`config.mk`:
```
export PLATFORM = sky130hd
export DESIGN_NAME = shallow_fifo_sync_mode_flat
export DESIGN_NICKNAME = d
export VERILOG_FILES = /design/src/rtl/shallow_fifo_sync_mode_if.sv /design/src/rtl/shallow_fifo_sync_mode.sv /design/src/flat_wrapper.sv
export SDC_FILE = /design/constraint.sdc
export NUM_CORES = 1
export LEC_CHECK = 0
export ABC_AREA = 1
export CORE_MARGIN = 4
export CORE_UTILIZATION = 30
export CTS_CLUSTER_DIAMETER = 80
export DETAILED_ROUTE_END_ITERATION = 10
export GPL_TIMING_DRIVEN = 0
export PLACE_DENSITY = 0.54
export SYNTH_ARGS = -nofsm -noshare
export SYNTH_HDL_FRONTEND = slang
export SYNTH_SLANG_ARGS = --single-unit
```
`constraint.sdc`:
```
create_clock -name clk -period 3.1 [get_ports clk]
set_input_delay 0.62 -clock clk [delete_from_list [all_inputs] [get_ports clk]]
set_output_delay 0.62 -clock clk [all_outputs]
set_load 0.05 [all_outputs]
```
`src/rtl/shallow_fifo_sync_mode_if.sv`:
```
// shallow_fifo_sync_mode_if: write/read/status bundle of the shallow FIFO.
// parity_err exists only when SHALLOW_FIFO_PARITY_EN is defined.
interface shallow_fifo_sync_mode_if #(
    parameter int DATA_WIDTH  = 8,
    parameter int COUNT_WIDTH = 6
);
    logic                   wr_en;
    logic [DATA_WIDTH-1:0]  wr_data;
    logic                   full;
    logic                   prog_full;
    logic                   overflow;
    logic                   rd_en;
    logic [DATA_WIDTH-1:0]  rd_data;
    logic                   rd_valid;
    logic                   empty;
    logic                   prog_empty;
    logic                   underflow;
    logic [COUNT_WIDTH-1:0] count;
`ifdef SHALLOW_FIFO_PARITY_EN
    logic                   parity_err;
    modport master (
        output wr_en, wr_data, rd_en,
        input  full, prog_full, overflow, rd_data, rd_valid, empty, prog_empty, underflow, count,
               parity_err
    );
    modport slave (
        input  wr_en, wr_data, rd_en,
        output full, prog_full, overflow, rd_data, rd_valid, empty, prog_empty, underflow, count,
               parity_err
    );
`else
    modport master (
        output wr_en, wr_data, rd_en,
        input  full, prog_full, overflow, rd_data, rd_valid, empty, prog_empty, underflow, count
    );
    modport slave (
        input  wr_en, wr_data, rd_en,
        output full, prog_full, overflow, rd_data, rd_valid, empty, prog_empty, underflow, count
    );
`endif
endinterface

```
`src/rtl/shallow_fifo_sync_mode.sv`:
```
// shallow_fifo_sync_mode: shallow sync FIFO on distributed RAM, standard or FWFT read mode.
// Optional even-parity protection of stored words with SHALLOW_FIFO_PARITY_EN.
module shallow_fifo_sync_mode #(
    parameter int DATA_WIDTH        = 8,
    parameter int FIFO_DEPTH        = 32,
    parameter int FWFT              = 0,
    parameter int PROG_FULL_THRESH  = 8,
    parameter int PROG_EMPTY_THRESH = 8,
    parameter int COUNT_WIDTH       = $clog2(FIFO_DEPTH) + 1
) (
    input logic                     clk,
    input logic                     rst,
    shallow_fifo_sync_mode_if.slave bus
);
    localparam int ADDR_WIDTH = $clog2(FIFO_DEPTH);
`ifdef SHALLOW_FIFO_PARITY_EN
    localparam int RAM_WIDTH = DATA_WIDTH + 1;
`else
    localparam int RAM_WIDTH = DATA_WIDTH;
`endif
    localparam logic [0:0] EMPTY_S = 1'b0;
    localparam logic [0:0] VALID_S = 1'b1;

    if (FIFO_DEPTH < 4 || FIFO_DEPTH > 64 || (FIFO_DEPTH & (FIFO_DEPTH - 1)) != 0) begin : g_bad_depth
        $error("FIFO_DEPTH must be a power of two in 4..64");
    end

    logic [RAM_WIDTH-1:0]   mem [FIFO_DEPTH];
    logic [RAM_WIDTH-1:0]   wr_word;
    logic [RAM_WIDTH-1:0]   ram_word;
    logic [ADDR_WIDTH-1:0]  wr_ptr;
    logic [ADDR_WIDTH-1:0]  rd_ptr;
    logic [COUNT_WIDTH-1:0] count;
    logic [DATA_WIDTH-1:0]  rd_data;
    logic [0:0]             state;
    logic                   std_valid;
    logic                   overflow;
    logic                   underflow;
    logic                   head;
    logic                   full;
    logic                   empty;
    logic                   wr_acc;
    logic                   rd_acc;
    logic                   ram_has;
    logic                   load;

`ifdef SHALLOW_FIFO_PARITY_EN
    logic parity_err;
    assign wr_word = {^bus.wr_data, bus.wr_data};
    assign bus.parity_err = parity_err;
`else
    assign wr_word = bus.wr_data;
`endif

    assign ram_word = mem[rd_ptr];
    assign head     = state == VALID_S;
    assign full     = count == COUNT_WIDTH'(FIFO_DEPTH);
    assign empty    = FWFT != 0 ? ~head : count == '0;
    assign wr_acc   = bus.wr_en & ~full;
    assign rd_acc   = bus.rd_en & ~empty;
    // In FWFT mode count includes the output register, so the RAM holds count minus head.
    assign ram_has  = FWFT != 0 ? (count - COUNT_WIDTH'(head)) != '0 : count != '0;
    assign load     = FWFT != 0 ? ram_has & (~head | rd_acc) : rd_acc;

    always_ff @(posedge clk)
        if (wr_acc) mem[wr_ptr] <= wr_word;

    always_ff @(posedge clk) begin
        if (rst) begin
            wr_ptr    <= '0;
            rd_ptr    <= '0;
            count     <= '0;
            rd_data   <= '0;
            state     <= EMPTY_S;
            std_valid <= 1'b0;
            overflow  <= 1'b0;
            underflow <= 1'b0;
        end else begin
            if (wr_acc) wr_ptr <= wr_ptr + ADDR_WIDTH'(1);
            if (load) begin
                rd_ptr  <= rd_ptr + ADDR_WIDTH'(1);
                rd_data <= ram_word[DATA_WIDTH-1:0];
            end
            count     <= count + COUNT_WIDTH'(wr_acc) - COUNT_WIDTH'(rd_acc);
            state     <= FWFT == 0 ? EMPTY_S : load ? VALID_S : rd_acc ? EMPTY_S : state;
            std_valid <= FWFT == 0 && rd_acc;
            overflow  <= bus.wr_en & full;
            underflow <= bus.rd_en & empty;
        end
    end

`ifdef SHALLOW_FIFO_PARITY_EN
    always_ff @(posedge clk)
        parity_err <= rst ? 1'b0 : load & ^ram_word;
`endif

    assign bus.rd_data    = rd_data;
    assign bus.rd_valid   = FWFT != 0 ? head : std_valid;
    assign bus.empty      = empty;
    assign bus.full       = full;
    assign bus.count      = count;
    assign bus.overflow   = overflow;
    assign bus.underflow  = underflow;
    assign bus.prog_full  = int'(count) >= FIFO_DEPTH - PROG_FULL_THRESH;
    assign bus.prog_empty = int'(count) <= PROG_EMPTY_THRESH;
endmodule

```
`src/flat_wrapper.sv`:
```
// flat-port wrapper written by rule: the top's interface ports become plain ports
module shallow_fifo_sync_mode_flat 
#(
    parameter int DATA_WIDTH        = 8,
    parameter int FIFO_DEPTH        = 32,
    parameter int FWFT              = 0,
    parameter int PROG_FULL_THRESH  = 8,
    parameter int PROG_EMPTY_THRESH = 8,
    parameter int COUNT_WIDTH       = $clog2(FIFO_DEPTH) + 1
)
  (clk, rst, bus_wr_en, bus_wr_data, bus_rd_en, bus_full, bus_prog_full, bus_overflow, bus_rd_data, bus_rd_valid, bus_empty, bus_prog_empty, bus_underflow, bus_count);
  shallow_fifo_sync_mode_if #(.DATA_WIDTH(DATA_WIDTH), .COUNT_WIDTH(COUNT_WIDTH)) bus_i ();
  input logic clk;
  input logic rst;
  input wire logic [$bits(bus_i.wr_en)-1:0] bus_wr_en;
  input wire logic [$bits(bus_i.wr_data)-1:0] bus_wr_data;
  input wire logic [$bits(bus_i.rd_en)-1:0] bus_rd_en;
  output wire logic [$bits(bus_i.full)-1:0] bus_full;
  output wire logic [$bits(bus_i.prog_full)-1:0] bus_prog_full;
  output wire logic [$bits(bus_i.overflow)-1:0] bus_overflow;
  output wire logic [$bits(bus_i.rd_data)-1:0] bus_rd_data;
  output wire logic [$bits(bus_i.rd_valid)-1:0] bus_rd_valid;
  output wire logic [$bits(bus_i.empty)-1:0] bus_empty;
  output wire logic [$bits(bus_i.prog_empty)-1:0] bus_prog_empty;
  output wire logic [$bits(bus_i.underflow)-1:0] bus_underflow;
  output wire logic [$bits(bus_i.count)-1:0] bus_count;
  assign bus_i.wr_en = bus_wr_en;
  assign bus_i.wr_data = bus_wr_data;
  assign bus_i.rd_en = bus_rd_en;
  assign bus_full = bus_i.full;
  assign bus_prog_full = bus_i.prog_full;
  assign bus_overflow = bus_i.overflow;
  assign bus_rd_data = bus_i.rd_data;
  assign bus_rd_valid = bus_i.rd_valid;
  assign bus_empty = bus_i.empty;
  assign bus_prog_empty = bus_i.prog_empty;
  assign bus_underflow = bus_i.underflow;
  assign bus_count = bus_i.count;
  shallow_fifo_sync_mode #(.DATA_WIDTH(DATA_WIDTH), .FIFO_DEPTH(FIFO_DEPTH), .FWFT(FWFT), .PROG_FULL_THRESH(PROG_FULL_THRESH), .PROG_EMPTY_THRESH(PROG_EMPTY_THRESH), .COUNT_WIDTH(COUNT_WIDTH)) u_core (.clk(clk), .rst(rst), .bus(bus_i));
endmodule
```
==> results of run 1 <==
==> worst max-delay path by stage <==
stage / start / to / slack (ns) / cells after the start
after floorplan: u_core.bus.count[4] / u_core.bus.count[4] / 0.15 / 15
after global placement: bus_rd_en / u_core.bus.count[4] / -0.17 / 13
after detailed placement: bus_rd_en / u_core.bus.count[4] / -0.22 / 13
after CTS: u_core.bus.count[3] / u_core.bus.count[4] / 0.07 / 15
after global routing: u_core.bus.count[4] / u_core.bus.count[4] / 0.009 / 15
final: u_core.bus.count[4] / bus_prog_empty / 0.19 / 5
==> critical path: stages, from the launching register on <==
cell and delay (ns):
dfxtp_1 0.39, inv_1 0.11, ha_1 0.25, nand2_1 0.07, a32o_1 0.12, clkdlybuf4s50_1 0.80
==> registers in the layout, summed over array words and instances, names as in the netlist <==
register,flops
u_core.wr_ptr,5
u_core.rd_ptr,5
u_core.bus.rd_valid,1
u_core.bus.underflow,1
u_core.bus.count,6
u_core.bus.overflow,1
u_core.mem,256
u_core.bus.rd_data,8
==> power by group <==
part / total [mW] / switching [mW] / internal [mW] / leakage, nW
combinational: 2.51 / 1.77 / 0.739 / 2.55
clock: 3.61 / 1.47 / 2.13 / 0.469
sequential: 4.37 / 0.0811 / 4.29 / 2.53
==> what timing repair did <==
| item | in CTS | in global routing |
|---|---|---|
| hold buffers | 0 | 0 |
| gates resized for setup | 1 | 4 |
| endpoints found under the setup margin | 1 | 2 |
==> cell usage in the layout, fill, tap and decap left out, drive strengths merged <==
| master | n |
|---|---|
| a21oi | 39 |
| a32o | 1 |
| and2 | 1 |
| buf | 53 |
| bufinv | 4 |
| clkbuf | 42 |
| clkdlybuf4s50 | 24 |
| clkinv | 15 |
| clkinvlp | 4 |
| dfxtp | 27 |
| edfxtp | 256 |
| fa | 1 |
| ha | 19 |
| inv | 134 |
| nand2 | 367 |
| nand3 | 163 |
| nor2 | 90 |
| nor3 | 1 |
| nor3b | 1 |
| o21ai | 20 |
| o21bai | 1 |
| or2 | 1 |
==> cell type report <==
class | instances | area share (%)
clock inverters | 21 | 1.44
inverters | 136 | 3.63
well taps | 525 | 4.67
flip-flops and latches | 283 | 58.4
repair buffers | 32 | 1.99
multi-input cells | 705 | 22.3
clock buffers | 33 | 5.56
plain buffers | 54 | 2.02
==> kinds of logic (layout without fill, tap and decap cells) <==
kind of cell | after synthesis | count (layout) | share of synthesized area (%)
AND/OR/NAND/NOR | 624 | 624 | 21.0
flip-flops | 283 | 283 | 67.7
buffers and inverters | 190 | 276 | 6.52
AO/OA/AOI/OAI | 61 | 61 | 2.58
adder cells (fa/ha/maj) | 20 | 20 | 2.12
==> per-layer routing <==
layer | GRT usage (%) | vias to the layer above
met2 | 23.1 | 252
met4 | 3.94 | 0
li1 | - | 4013
met5 | 0 | -
met3 | 2.42 | 56
met1 | 20.6 | 3982
==> per-stage QoR <==
step / hold slack (ns) / utilization [%]
3_5_place_dp: 0.456 / 32.8
2_1_floorplan: 0.503 / -
3_3_place_gp: 0.455 / 32.9
5_1_grt: 0.500 / 35.3
6_report: 0.463 / 35.3
4_1_cts: 0.466 / 35.3
==> results.py, run 1 <==
metrics = {
    "worst_hold_path": {
        "holdPathStages": 2,
        "holdCritPathClass": "reg2reg",
        "holdCritStartpoint": "u_core.bus.rd_data[0]",
        "whs_endpoint": "u_core.bus.rd_data[0]",
    },
    "route": {
        "drt-met1-wl_mm": 14.7,
        "wl_met2_mm": 14.9,
        "firstDrtPassIters": 5,
        "ant_nets": 0,
        "drc_errors": 0,
        "top_layer_used": "met4",
        "wl_met3_mm": 2.26,
        "wire_per_inst_um": 18.3,
        "viasPerCell": 4.64,
        "initialDrtViolationCount": 683,
        "wirelength_mm": 32.8,
        "via_count": 8303,
    },
    "worst_setup_path": {
        "crit_fanout": 4,
        "end_kind": "primary output",
        "r2r_cells": 15,
        "r2r-end": "u_core.bus.count[4]",
        "crit_path_start_kind": "flop",
        "cp.arrival_ns": 2.29,
        "r2r_slack_ns": 0.27,
        "reg2reg_from": "u_core.bus.count[4]",
        "critPathKind": "reg2out",
        "cp.required_ns": 2.48,
    },
    "timing": {
        "finalMaxSlewViolations": 0,
        "setup_viol": 0,
        "period_minus_slack_ns": 2.91,
        "relSlewSlack_pct": 17.8,
        "fin_crit_sh_pct": 93.9,
        "setup_ws_ns": 0.190,
        "grt_setup_unrepaired": "no",
        "fin_skew_ns": 0.0217,
        "fmax_mhz": 344,
        "fin_setup_tns_ns": 0,
        "worst_pin_slew_ns": 1.22,
        "hold_viol": 0,
    },
    "final_layout": {
        "fin_nets": 1275,
        "area_growth_pct": 15.9,
        "ff_latch_area_sq_um": 8230,
        "nFillCells": 3965,
        "drive_gt1_share_pct": 8.07,
        "antennaDiodeCount": 0,
        "final_cell_area_sq_um": 14100,
        "multi_input_area_sq_um": 3130,
        "fin_cells": 1789,
    },
    "clocking": {
        "path_clk_slew_ns": 0.06,
        "clk_path_buf_depth": 3,
        "cts_tree": "built",
        "htree_levels": 1,
        "root_buffer": "clkbuf_16",
        "cts_buffers": 31,
        "insertion_delay_ns": 0.56,
        "cts.sinks": 283,
        "cts_setup_buffers": 0,
    },
    "yosys": {
        "syn-cell-area_sq_um": 12100,
        "synthFlopType": "edfxtp_1",
        "yosysSeqAreaShare_pct": 67.7,
        "netlist.area_leader.share_pct": 63.3,
        "synth_area_leaders": "edfxtp_1, nand2_1, nand3_1",
        "yosys_register_bits": 283,
        "synth_edf_count": 256,
        "synth.distinct_cells": 22,
        "syn_nets": 1210,
        "synthTopCellsByCount": "nand2_1, edfxtp_1, nand3_1",
        "yosys_warnings": 0,
        "synthCells": 1178,
        "yosysMostFrequentCell": "nand2_1",
        "avgSynthCellArea_sq_um": 10.3,
        "yosys.area.top_type": "edfxtp_1",
        "async_reset_ff_share_pct": 0,
    },
    "placed_design": {
        "numPortBuffers": 32,
        "place_ws_ns": -0.216,
        "dp.cells": 1735,
        "dp_hpwl_mm": 21.7,
        "dpl_cell_area_sq_um": 13100,
        "gp_congestion": 0.880,
    },
    "floorplanning": {
        "core_area_sq_um": 39900,
        "dieWidth_um": 209,
        "boundaryPins": 33,
        "num_rows": 73,
        "start_util_pct": 30.4,
        "dieArea_sq_um": 43800,
        "die_h_um": 209,
    },
    "run_status": {
        "status": "completed",
    },
    "grt": {
        "antenna_found_initial": 1,
        "grt_pass1_vias": 8102,
        "grt_pass1_wl_mm": 48.8,
        "grt_start_max_net_pins": 33,
        "grt_overflow": 0,
        "track_usage_pct": 14.5,
    },
    "pwr": {
        "finalPower_mw": 10.5,
        "peakVddDrop_mv": 0.421,
        "power.density_nw_per_um2": 744,
        "leakagePower_nw": 5.55,
    },
    "job": {
        "cap_violations": 0,
    },
}
No activity file was read; power rests on OpenSTA's default activity.
==> run 2, diff against run 1 <==
- CELL_PAD_IN_SITES_DETAIL_PLACEMENT: unset -> 0
- CELL_PAD_IN_SITES_GLOBAL_PLACEMENT: unset -> 1
- PLACE_DENSITY: 0.54 -> 0.62
- SKIP_CTS_REPAIR_TIMING: unset -> 1
==> run 2 against run 1 <==
Compared with the run above: setup slack gained 0.023 ns; final cell count is 0.17% higher; combinational power hardly changed; sequential share of layout area increased by 0.070 points; critical path depth unchanged; die area unchanged; clock power fell by 5.5%; worst hold slack is essentially flat; design area hardly changed; fmax increased by 0.79%; wire length down 1.3%.
==> results.py, run 2 (same netlist as run 1, synthesis figures left out) <==
metrics = {
    "timing": {
        "fin_skew_ns": 0.0148,
        "finalMaxSlewViolations": 0,
        "relSlewSlack_pct": 45.1,
        "grt_setup_unrepaired": "no",
        "worst_pin_slew_ns": 0.819,
        "setup_viol": 0,
        "fin_crit_sh_pct": 93.1,
        "fmax_mhz": 346,
        "period_minus_slack_ns": 2.89,
        "hold_viol": 0,
    },
    "grt": {
        "grt_start_max_net_pins": 33,
        "grt_pass1_vias": 7966,
        "grt_pass1_wl_mm": 48.9,
        "antenna_found_initial": 0,
        "grt_overflow": 0,
        "track_usage_pct": 14.5,
    },
    "pwr": {
        "peakVddDrop_mv": 0.648,
        "finalPower_mw": 10.3,
        "power.density_nw_per_um2": 730,
        "leakagePower_nw": 5.54,
    },
    "final_layout": {
        "layout_commonest_cell": "nand2_1",
        "largest_register_ffs": 256,
        "fin_cells": 1792,
        "max_flop_register": "u_core.mem",
        "mostFrequentLayoutCells": "nand2_1, edfxtp_1, nand3_1",
        "drive_gt1_share_pct": 7.89,
        "antennaDiodeCount": 0,
        "area_growth_pct": 15.8,
        "reg_top3": "u_core.mem x256, u_core.bus.rd_data x8, u_core.bus.count x6",
        "fin_nets": 1276,
        "final_cell_area_sq_um": 14100,
    },
    "floorplanning": {
        "boundaryPins": 33,
        "dieWidth_um": 209,
        "start_util_pct": 30.4,
        "die_h_um": 209,
        "num_rows": 73,
        "dieArea_sq_um": 43800,
        "core_area_sq_um": 39900,
    },
    "route": {
        "viasPerCell": 4.50,
        "wirelength_mm": 32.3,
        "drc_errors": 0,
        "initialDrtViolationCount": 622,
        "firstDrtPassIters": 5,
        "wire_per_inst_um": 18.1,
        "ant_nets": 0,
        "via_count": 8062,
    },
    "clocking": {
        "root_buffer": "clkbuf_16",
        "clk_path_buf_depth": 3,
        "cts.sinks": 283,
        "htree_levels": 1,
        "insertion_delay_ns": 0.55,
        "cts_tree": "built",
        "path_clk_slew_ns": 0.06,
        "cts_buffers": 31,
    },
    "placed_design": {
        "numPortBuffers": 32,
        "gp_congestion": 0.796,
        "dp.cells": 1736,
        "dp_hpwl_mm": 22.2,
        "dpl_cell_area_sq_um": 13100,
    },
    "worst_hold_path": {
        "holdCritPathClass": "reg2reg",
    },
    "run_status": {
        "status": "completed",
    },
    "worst_setup_path": {
        "critPathKind": "reg2out",
        "crit_fanout": 4,
        "r2r_slack_ns": 0.25,
        "cp.arrival_ns": 2.27,
        "crit_path_start_kind": "flop",
        "end_kind": "primary output",
        "cp.required_ns": 2.48,
    },
    "job": {
        "cap_violations": 0,
    },
}
==> run 2: cell type report <==
type	count	area, sq um
repair buffers	33	313
clock inverters	8	35.0
flip-flops and latches	283	8230
fillers	4007	25800
clock buffers	48	900
well taps	525	657
multi-input cells	705	3130
plain buffers	54	288
inverters	136	510
==> run 2: through the flow <==
| step | setup TNS [ns] | hold WS, ns | utilization (%) | setup slack [ns] |
|---|---|---|---|---|
| 3_3_place_gp | -0.270 | 0.455 | 32.9 | -0.191 |
| 4_1_cts | -0.0654 | 0.466 | 35.2 | -0.0654 |
| 2_1_floorplan | 0 | 0.503 | - | 0.150 |
| 6_report | 0 | 0.463 | 35.2 | 0.213 |
| 5_1_grt | 0 | 0.495 | 35.2 | 0.00400 |
| 3_5_place_dp | -0.314 | 0.458 | 32.9 | -0.214 |
==> run 2: report_power, final <==
group	internal, mW	switching, mW
registers	4.29	0.0879
logic	0.741	1.74
clock network	1.97	1.44
==> run 2: metal layers <==
metal | vias up | part of all wire, % | global-route usage (%) | wire length (um)
met2 | 139 | 46 | 23.7 | 15000
met4 | 0 | 2.7 | 3.58 | 866
met3 | 56 | 3.9 | 2.18 | 1270
met1 | 3852 | 47 | 20.3 | 15200
met5 | - | 0 | 0 | 0
li1 | 4015 | - | - | -
==> run 2: critical path: stages (launching register included) <==
cell             delay (ns)
dfxtp_2                0.34
inv_1                  0.12
ha_1                   0.21
nand3_1                0.17
inv_1                  0.09
clkdlybuf4s50_1        0.80
==> run 2: worst paths after layout <==
kind,startpoint,to,cells past startpoint
min reg2reg,u_core.bus.rd_data[7],u_core.bus.rd_data[7],2
max reg2reg,u_core.bus.count[4],u_core.bus.count[4],15
max,u_core.bus.count[4],bus_empty,5
min,u_core.bus.rd_data[7],u_core.bus.rd_data[7],2
==> run 3, diff against run 2 <==
- HOLD_SLACK_MARGIN: unset -> 0.06
==> results of run 3 <==
No change in the layout: final DEF, timing and power equal those of run 2.
